File: src/rtl/motor_driver_model_pkg.sv
// Shared constants for the stepper-driver register model.
// Contents: register addresses and reset values, datagram field positions,
// status bit indices, frame FSM state type and a status-byte helper.
package motor_driver_model_pkg;

    // Register addresses
    localparam logic [6:0] ADDR_GCONF      = 7'h00;
    localparam logic [6:0] ADDR_GSTAT      = 7'h01;
    localparam logic [6:0] ADDR_IHOLD_IRUN = 7'h10;
    localparam logic [6:0] ADDR_TPOWERDOWN = 7'h11;
    localparam logic [6:0] ADDR_TPWMTHRS   = 7'h13;
    localparam logic [6:0] ADDR_MSCNT      = 7'h6A;
    localparam logic [6:0] ADDR_CHOPCONF   = 7'h6C;
    localparam logic [6:0] ADDR_PWMCONF    = 7'h70;

    // Register reset values
    localparam logic [31:0] RST_GCONF      = 32'h0000_0000;
    localparam logic [31:0] RST_IHOLD_IRUN = 32'h0000_0000;
    localparam logic [31:0] RST_TPOWERDOWN = 32'h0000_0000;
    localparam logic [31:0] RST_TPWMTHRS   = 32'h0000_0000;
    localparam logic [31:0] RST_CHOPCONF   = 32'h0000_0000;
    localparam logic [31:0] RST_PWMCONF    = 32'h0005_0480;

    // Datagram layout: {wr, addr[6:0], data[31:0]}
    localparam int unsigned FRAME_BITS = 40;
    localparam int unsigned WR_BIT     = 39;
    localparam int unsigned ADDR_MSB   = 38;
    localparam int unsigned ADDR_LSB   = 32;
    localparam int unsigned DATA_MSB   = 31;
    localparam int unsigned DATA_LSB   = 0;

    // Status byte bit indices
    localparam int unsigned STAT_RESET_FLAG = 0;
    localparam int unsigned STAT_TOFF_NZ    = 1;
    localparam int unsigned STAT_STANDSTILL = 2;

    typedef enum logic [1:0] {
        FR_IDLE,
        FR_SHIFT,
        FR_WAIT_HIGH
    } frame_state_e;

    function automatic logic [7:0] status_byte(input logic standstill,
                                               input logic toff_nz,
                                               input logic reset_flag);
        logic [7:0] s;
        s                  = '0;
        s[STAT_STANDSTILL] = standstill;
        s[STAT_TOFF_NZ]    = toff_nz;
        s[STAT_RESET_FLAG] = reset_flag;
        return s;
    endfunction

endpackage

File: src/rtl/motor_driver_model_if.sv
// SPI bus between the driver master and the register-model target.
// Signals: serial_clk_in (SCLK, idle high), cs_n_in (chip select, active low),
// serial_in (MOSI), serial_out (MISO).
interface motor_driver_model_if;
    logic serial_clk_in;
    logic cs_n_in;
    logic serial_in;
    logic serial_out;

    modport master (
        output serial_clk_in,
        output cs_n_in,
        output serial_in,
        input  serial_out
    );

    modport slave (
        input  serial_clk_in,
        input  cs_n_in,
        input  serial_in,
        output serial_out
    );
endinterface

File: src/rtl/motor_driver_model_spi_target_shift.sv
// SPI target front end: oversampling synchronizers for SPI and step/dir pins,
// edge detection, frame FSM, 40-bit rx/tx shifters and bit counter.
// Ports:
//   clk_i, rst_i      - system clock, synchronous active-high reset
//   spi               - SPI bus (slave side), drives serial_out
//   step_i, dir_i     - raw step/dir pins
//   tx_data_i         - response word, loaded at frame start
//   frame_start_o     - cycle in which tx_data_i is captured
//   frame_valid_o     - 1-cycle pulse: frame closed with exactly 40 bits
//   frame_err_o       - 1-cycle pulse: frame closed with any other bit count
//   rx_data_o         - received datagram, stable while frame_valid_o is high
//   step_rise_o       - synchronized step rising edge
//   dir_o             - synchronized direction
module motor_driver_model_spi_target_shift
    import motor_driver_model_pkg::*;
#(
    parameter int unsigned SYNC_STAGES = 2
) (
    input  logic                  clk_i,
    input  logic                  rst_i,
    motor_driver_model_if.slave   spi,
    input  logic                  step_i,
    input  logic                  dir_i,
    input  logic [FRAME_BITS-1:0] tx_data_i,
    output logic                  frame_start_o,
    output logic                  frame_valid_o,
    output logic                  frame_err_o,
    output logic [FRAME_BITS-1:0] rx_data_o,
    output logic                  step_rise_o,
    output logic                  dir_o
);

    // Synchronizers are deliberately not reset: they keep tracking the pins
    // during reset so a chip select held low across reset is seen as low,
    // not as a fresh falling edge.
    logic [4:0] sync_q [SYNC_STAGES];
    logic [4:0] pins_s;
    logic       sclk_prev_q, cs_prev_q, step_prev_q;

    always_ff @(posedge clk_i) begin
        sync_q[0] <= {spi.serial_clk_in, spi.cs_n_in, spi.serial_in, step_i, dir_i};
        for (int unsigned i = 1; i < SYNC_STAGES; i++) begin
            sync_q[i] <= sync_q[i-1];
        end
        sclk_prev_q <= pins_s[4];
        cs_prev_q   <= pins_s[3];
        step_prev_q <= pins_s[1];
    end

    assign pins_s = sync_q[SYNC_STAGES-1];

    logic sclk_s, cs_s, mosi_s;
    logic sclk_rise, sclk_fall, cs_rise, cs_fall;

    assign sclk_s    = pins_s[4];
    assign cs_s      = pins_s[3];
    assign mosi_s    = pins_s[2];
    assign dir_o     = pins_s[0];
    assign sclk_rise =  sclk_s & ~sclk_prev_q;
    assign sclk_fall = ~sclk_s &  sclk_prev_q;
    assign cs_rise   =  cs_s   & ~cs_prev_q;
    assign cs_fall   = ~cs_s   &  cs_prev_q;
    assign step_rise_o = pins_s[1] & ~step_prev_q;

    frame_state_e              state_q, state_d;
    logic [5:0]                bit_cnt_q;
    logic [FRAME_BITS-1:0]     rx_q, tx_q;
    logic                      sout_q, valid_q, err_q;
    logic                      load, sample, shift, valid_d, err_d;

    always_comb begin
        state_d = state_q;
        load    = 1'b0;
        sample  = 1'b0;
        shift   = 1'b0;
        valid_d = 1'b0;
        err_d   = 1'b0;
        case (state_q)
            FR_IDLE: begin
                // Low chip select without a falling edge means the frame
                // started before reset was released: sit it out.
                if (cs_fall) begin
                    state_d = FR_SHIFT;
                    load    = 1'b1;
                end else if (!cs_s) begin
                    state_d = FR_WAIT_HIGH;
                end
            end
            FR_WAIT_HIGH: begin
                if (cs_s) state_d = FR_IDLE;
            end
            FR_SHIFT: begin
                if (cs_rise) begin
                    state_d = FR_IDLE;
                    if (bit_cnt_q == 6'(FRAME_BITS)) valid_d = 1'b1;
                    else                             err_d   = 1'b1;
                end else begin
                    sample = sclk_rise;
                    // Mode 3: the first falling edge only opens bit 39, which
                    // is already on MISO since frame start; shift from then on.
                    shift  = sclk_fall && (bit_cnt_q != '0);
                end
            end
            default: state_d = FR_IDLE;
        endcase
    end

    always_ff @(posedge clk_i) begin
        if (rst_i) begin
            state_q   <= FR_IDLE;
            bit_cnt_q <= '0;
            rx_q      <= '0;
            tx_q      <= '0;
            sout_q    <= 1'b0;
            valid_q   <= 1'b0;
            err_q     <= 1'b0;
        end else begin
            state_q <= state_d;
            valid_q <= valid_d;
            err_q   <= err_d;
            if (load) begin
                tx_q      <= tx_data_i;
                sout_q    <= tx_data_i[FRAME_BITS-1];
                bit_cnt_q <= '0;
            end
            if (sample) begin
                rx_q <= {rx_q[FRAME_BITS-2:0], mosi_s};
                if (bit_cnt_q != '1) bit_cnt_q <= bit_cnt_q + 6'd1;
            end
            if (shift) begin
                tx_q   <= {tx_q[FRAME_BITS-2:0], 1'b0};
                sout_q <= tx_q[FRAME_BITS-2];
            end
        end
    end

    assign spi.serial_out = sout_q;
    assign frame_start_o  = load;
    assign frame_valid_o  = valid_q;
    assign frame_err_o    = err_q;
    assign rx_data_o      = rx_q;

endmodule

File: src/flat_wrapper.sv
// flat-port wrapper written by rule: the top's interface ports become plain ports
module motor_driver_model_spi_target_shift_flat import motor_driver_model_pkg::*;
#(
    parameter int unsigned SYNC_STAGES = 2
)
  (clk_i, rst_i, step_i, dir_i, tx_data_i, frame_start_o, frame_valid_o, frame_err_o, rx_data_o, step_rise_o, dir_o, spi_serial_clk_in, spi_cs_n_in, spi_serial_in, spi_serial_out);
  motor_driver_model_if spi_i ();
  input  logic clk_i;
  input  logic rst_i;
  input  logic step_i;
  input  logic dir_i;
  input  logic [FRAME_BITS-1:0] tx_data_i;
  output logic frame_start_o;
  output logic frame_valid_o;
  output logic frame_err_o;
  output logic [FRAME_BITS-1:0] rx_data_o;
  output logic step_rise_o;
  output logic dir_o;
  input wire logic [$bits(spi_i.serial_clk_in)-1:0] spi_serial_clk_in;
  input wire logic [$bits(spi_i.cs_n_in)-1:0] spi_cs_n_in;
  input wire logic [$bits(spi_i.serial_in)-1:0] spi_serial_in;
  output wire logic [$bits(spi_i.serial_out)-1:0] spi_serial_out;
  assign spi_i.serial_clk_in = spi_serial_clk_in;
  assign spi_i.cs_n_in = spi_cs_n_in;
  assign spi_i.serial_in = spi_serial_in;
  assign spi_serial_out = spi_i.serial_out;
  motor_driver_model_spi_target_shift #(.SYNC_STAGES(SYNC_STAGES)) u_core (.clk_i(clk_i), .rst_i(rst_i), .spi(spi_i), .step_i(step_i), .dir_i(dir_i), .tx_data_i(tx_data_i), .frame_start_o(frame_start_o), .frame_valid_o(frame_valid_o), .frame_err_o(frame_err_o), .rx_data_o(rx_data_o), .step_rise_o(step_rise_o), .dir_o(dir_o));
endmodule
File: config.mk
export PLATFORM = sky130hd
export DESIGN_NAME = motor_driver_model_spi_target_shift_flat
export DESIGN_NICKNAME = d
export VERILOG_FILES = /design/src/rtl/motor_driver_model_pkg.sv /design/src/rtl/motor_driver_model_if.sv /design/src/rtl/motor_driver_model_spi_target_shift.sv /design/src/flat_wrapper.sv
export SDC_FILE = /design/constraint.sdc
export NUM_CORES = 1
export LEC_CHECK = 0
export ABC_AREA = 1
export CORE_ASPECT_RATIO = 2
export CORE_MARGIN = 2
export CORE_UTILIZATION = 46
export CTS_CLUSTER_SIZE = 25
export DETAILED_ROUTE_END_ITERATION = 6
export PLACE_DENSITY = 0.87
export SLEW_MARGIN = 20
export SYNTH_ARGS = -nofsm -noshare
export SYNTH_HDL_FRONTEND = slang
export SYNTH_SLANG_ARGS = --single-unit
File: constraint.sdc
create_clock -name clk_i -period 1.6 [get_ports clk_i]
set_clock_uncertainty 0.2 [all_clocks]
set_input_delay 0.24 -clock clk_i [delete_from_list [all_inputs] [get_ports clk_i]]
set_output_delay 0.24 -clock clk_i [all_outputs]
set_load 0.02 [all_outputs]
* Word level (Yosys, flattened, before mapping)
Memories as Yosys holds them, arrays and structs flattened.
Index checks and enable logic that the tools add are counted.
** Storage, ports and cells
- Bits in registers :: 93
- Memory bits (writable) :: 10
- Bits of input ports :: 47
- Output and inout port bits :: 46
- Word-level logic and storage cells :: 59
- Memories :: 1
** Cells by class
- $add $sub $neg :: 1
- Eq/ne operators :: 7
- Muxes and demuxes :: 20
- Bitwise gates (word level) :: 12
- Reductions and logical operators :: 7
** Memory list
- u_core.sync_q :: depth 2, bits a word 5, read ports 2, clocked after Yosys merged registers in 0, wr ports 2, RTL line motor_driver_model_spi_target_shift.sv:36 : logic [4:0] sync_q [SYNC_STAGES];
** Operators by type and width (number)
- $mux W39 :: 2
- $mux W6 :: 3
- $mux W1 :: 10
- $mux W2 :: 4
- $not A1 Y1 :: 7
- $add A6 B1 Y6 const B :: 1
- $eq A6 B6 Y1 const B :: 1
- $ne A6 B6 Y1 const B :: 1
- $pmux W2 S3 :: 1
- $reduce_bool A6 Y1 :: 1
- $and A1 B1 Y1 :: 5
- $ne A2 B1 Y1 const B :: 2
- $ne A3 B3 Y1 const B :: 1
- $reduce_and A3 Y1 :: 1
- $reduce_or A3 Y1 :: 1
- $eq A2 B1 Y1 const B :: 1
- $eq A2 B2 Y1 const B :: 1
- $logic_not A2 Y1 :: 1
- $reduce_bool A2 Y1 :: 1
- $reduce_or A2 Y1 :: 1
- $logic_and A1 B1 Y1 :: 1

* Longest topological paths before layout
An unclocked memory read counts as a cell.
- Depth in word-level cells :: 8
- Gate-level depth with buffers :: 9
- Gate-level depth less buffers :: 8

* Worst setup path after synthesis
Ideal clock, no wire load.
- Path type :: register to register
- From :: register u_core.bit_cnt_q[0]
- To :: register u_core.tx_q[28]
- Library setup time :: 140 ps
- Data arrival time :: 1226 ps
- Data required time :: 1260 ps
- Setup slack :: 33 ps
- Stages on the path, launching flop included :: 9
- Buffers on the path :: 2
- Period minus slack after synthesis :: 1567 ps
- Cells stage by stage :: dfxtp_1 > inv_1 > ha_1 > nand3_2 > buf_2 > buf_6 > nand3_1 > nand2_1 > a21oi_2
** Between the ends
- Longest elaborated chain between the ends :: 5
- Elaborated cells between the ends (all ways) :: 6
- Those cells by class :: 3 x mux; 3 x reduce/logical
** RTL lines
- start, declared :: RTL line motor_driver_model_spi_target_shift.sv:66 : logic [5:0] bit_cnt_q;
- start signal, assigned :: RTL line motor_driver_model_spi_target_shift.sv:128 : if (bit_cnt_q != '1) bit_cnt_q <= bit_cnt_q + 6'd1;
- $reduce_bool A6 Y1 * :: RTL line motor_driver_model_spi_target_shift.sv:101 : shift = sclk_fall && (bit_cnt_q != '0);
- $logic_and A1 B1 Y1 * :: RTL line motor_driver_model_spi_target_shift.sv:101
- $mux W1 * :: RTL line motor_driver_model_spi_target_shift.sv:93 : if (cs_rise) begin
- $mux W1 * :: RTL line motor_driver_model_spi_target_shift.sv:78 : case (state_q)
- $mux W39 / $reduce_bool A2 Y1 (equally long branches)
- end signal, assigned :: RTL line motor_driver_model_spi_target_shift.sv:122 : tx_q <= tx_data_i;
- end signal, assigned :: RTL line motor_driver_model_spi_target_shift.sv:131 : tx_q <= {tx_q[FRAME_BITS-2:0], 1'b0};
- end, declared :: RTL line motor_driver_model_spi_target_shift.sv:67 : logic [FRAME_BITS-1:0] rx_q, tx_q;
Every way passes the cells marked *; elsewhere a longest branch is shown, timed or not.
A chain may end at the register's enable or synchronous reset.

==> impl_metrics.csv <==
group,metric,value,unit
sta,tightest_slew,0.501,ns
placement,routabilityCongestion,0.832,
clocking,cts.path.max_buffers,2,
global_route,antenna_found_initial,0,
placement,port_buffers,92,
pwr,p_int,4120,uW
global_route,grt_pass1_wl,18.7,mm
global_route,track_usage,22.6,%
worst_setup_path,crit_path_end,"u_core.tx_q[7]",
worst_setup_path,slowest_stage,"dfxtp_4",
worst_setup_path,path_max_fanout,7,
pwr,sequentialPowerShare,49.8,%
logic_synthesis,ys_ff_latch,103,
clocking,cts-root-buf,"clkbuf_16",
logic_synthesis,netlist_area,4520,sq um
worst_setup_path,reg2reg_depth,9,
placement,pre_cts_ws,-0.118,ns
worst_setup_path,start_kind,"flop",
clocking,clk_pin_slew,0.07,ns
clocking,cts_buffers,9,
routing,dr_total_vias,4769,
floorplanning,die_w,74.1,um
finish,antennaDiodeCount,0,
routing,firstDrtPassIters,7,
clocking,ctsHoldBuffers,0,
clocking,cts_tree,"done",
worst_setup_path,r2r_end,"u_core.tx_q[7]",
sta,fin_tns_setup,-1.31,ns
hold_path,hold_path_class,"flop to flop",
worst_setup_path,crit_top_cell,"nand2_1",
routing,wirelength,14.4,mm
pwr,ir_worst_vdd,638,uV
logic_synthesis,syn_inst,629,
global_route,globalRouteOverflowTotal,0,
sta,finalWorstSetupSlack,-0.0943,ns
global_route,grt_pass1_vias,4172,
flow_run,maxCapViolCount,0,
sta,fmax,0.590,GHz
routing,wire_per_inst,16.4,um
worst_setup_path,path_cells,"buf_4 > nand2_1 > nand2_2 > nor2_4 > buf_6 > clkbuf_16 > nand3_1 > nand2_1 > a21oi_1",
placement,hpwlAfterDp,7.55,mm
sta,rsz0062_at_grt,"yes",
placement,place_area,5600,sq um
worst_setup_path,cp-end-kind,"flop",
logic_synthesis,synth.distinct_cells,26,
finish,stdcell_area,6590,sq um
clocking,clock-sinks,103,
worst_setup_path,crit_cells,9,
sta,report.final.hold_viol_count,0,
finish,drive_above_1_share,20.8,%
floorplanning,start_util,46.9,%
worst_setup_path,critPathMaxStageDelay,0.37,ns
finish,final_common_cell,"nand2_1",
sta,relSlewSlack,66.6,%
pwr,power_density,819,nW/um^2
clocking,cts_max_level,3,
worst_setup_path,reg2reg_from,"u_core.sync_q[0][8]",
floorplanning,num_io_pins,93,
routing,via_per_inst,5.43,
run_status,status,"finished with violations",
logic_synthesis,syn_avg_cell_area,7.18,sq um
worst_setup_path,critPathArrivalTime,1.69,ns
finish,syn_to_final_growth,45.8,%
sta,period_share,106,%
worst_setup_path,cp_top_family,"buffers and inverters",
floorplanning,fp-row-count,51,
routing,drcViolationCount,0,
floorplanning,core,9640,sq um
pwr,comb_power_share,10.8,%
routing,antenna_left,0,
finish,most-common-layout-cells,"nand2_1, dfxtp_1, a21oi_1",
worst_setup_path,worstSetupPathType,"flop to flop",
floorplanning,design.die.area,10700,sq um
logic_synthesis,synth_warnings,0,
sta,post-route-min-period,1.69,ns
finish,layout.nets,791,
sta,slew_violations,0,
global_route,grt_max_degree,50,
floorplanning,die_h,144,um
clocking,insertion_delay,0.34,ns
run_status,violations,"setup timing",
sta,fin_hold_ws,0.128,ns
worst_setup_path,required,1.60,ns
pwr,switching_share,23.7,%
logic_synthesis,syn_nets,678,
logic_synthesis,synth_seq_area_share,45.6,%
pwr,p_leak,0.00270,uW
worst_setup_path,path_buf_inv,3,
worst_setup_path,ff2ff_setup_slack,-0.09,ns
routing,drt-initial-drc-count,295,
pwr,p_sw,1280,uW
pwr,clkPwrFrac,39.4,%
sta,setup_viol,47,
worst_setup_path,crit_start,"u_core.sync_q[0][8]",
kinds of logic after synthesis:
kind of cell    count (synthesis)  share of synthesized area [%]
simple gates                  336                           32.4
flops                         103                           45.6
buf+inv                        98                           10.5
compound gates                 89                           10.7
fa+ha+maj                       2                          0.554
xor+xnor                        1                          0.194
cell usage after synthesis:
cell type | instances | area share, %
nor2_1 | 19 | 1.6
nand3_1 | 74 | 8.2
inv_2 | 3 | 0.25
buf_2 | 15 | 1.7
nand2_2 | 1 | 0.14
a21oi_2 | 10 | 1.9
dfxtp_1 | 103 | 46
buf_4 | 6 | 1.0
clkinv_2 | 1 | 0.11
a21oi_1 | 74 | 8.2
nor4_1 | 1 | 0.14
nor3_1 | 2 | 0.22
buf_6 | 7 | 1.7
nand4_1 | 1 | 0.14
nor2_4 | 1 | 0.25
ha_1 | 2 | 0.55
inv_1 | 52 | 4.3
nor2_2 | 4 | 0.55
a31oi_1 | 1 | 0.14
o21ai_0 | 4 | 0.44
buf_8 | 1 | 0.33
nand2_1 | 220 | 18
xor2_1 | 1 | 0.19
nand2_4 | 1 | 0.25
clkbuf_1 | 13 | 1.1
nand3_2 | 12 | 2.7
registers in the layout, summed over array words and instances, names as in the netlist:
signal                 count
u_core.rx_data_o          40
u_core.tx_q               39
u_core.sync_q             10
u_core.bit_cnt_q           6
u_core.state_q             2
u_core.cs_prev_q           1
u_core.frame_err_o         1
u_core.frame_valid_o       1
u_core.sclk_prev_q         1
u_core.spi.serial_out      1
u_core.step_prev_q         1
stage by stage:
stage               util [%]  power [uW]  instances
global route            68.4        5590        878
floorplan                  -        3000        629
CTS                     63.0        5320        859
finish                  68.4        5400        878
global placement        58.1        3180        836
detailed placement      58.1        3200        836
power groups by stage:
stage                     Sequential [uW]  Combinational [uW]  Clock, uW
final                                2690                 585       2120
after global routing                 2690                 631       2270
after CTS                            2680                 496       2150
after detailed placement             2740                 466          0
after global placement               2730                 451          0
after floorplan                      2730                 272          0
area by class of cell:
class                           count  area [sq um]
Clock buffer                       12           236
Clock inverter                      3          45.0
Inverter                           56           226
Timing Repair inverter              1          8.76
Multi-Input combinational cell    428          2240
Timing Repair Buffer              143          1590
Sequential cell                   103          2080
Fill cell                         718          3050
Tap cell                          132           165
routing by layer:
metal	vias to the layer above	wire length [um]	track usage [%]
met1	2226	4760	23.1
li1	2216	-	-
met4	0	1040	14.0
met2	249	7830	40.8
met3	78	758	4.04
met5	-	0	0
how the worst min path moves through the flow:
stage,start,endpoint,slack (ns),depth (start not counted)
after floorplan,dir_i,u_core.sync_q[0][0],0.07,0
after CTS,rst_i,u_core.tx_q[0],0.10,4
after global placement,u_core.sync_q[0][1],u_core.sync_q[0][6],0.11,0
final,u_core.sync_q[0][3],u_core.sync_q[0][8],0.13,0
after detailed placement,u_core.sync_q[0][3],u_core.sync_q[0][8],0.12,0
after global routing,dir_i,u_core.sync_q[0][0],0.14,1
timing repair:
item                                    in CTS  in global routing
pin swaps                                    6                 32
cloned                                       4                 11
gates resized for setup                     80                 75
endpoints found under the setup margin     128                 78
setup buffers                                4                  9
(Power assumes the default switching activity.)
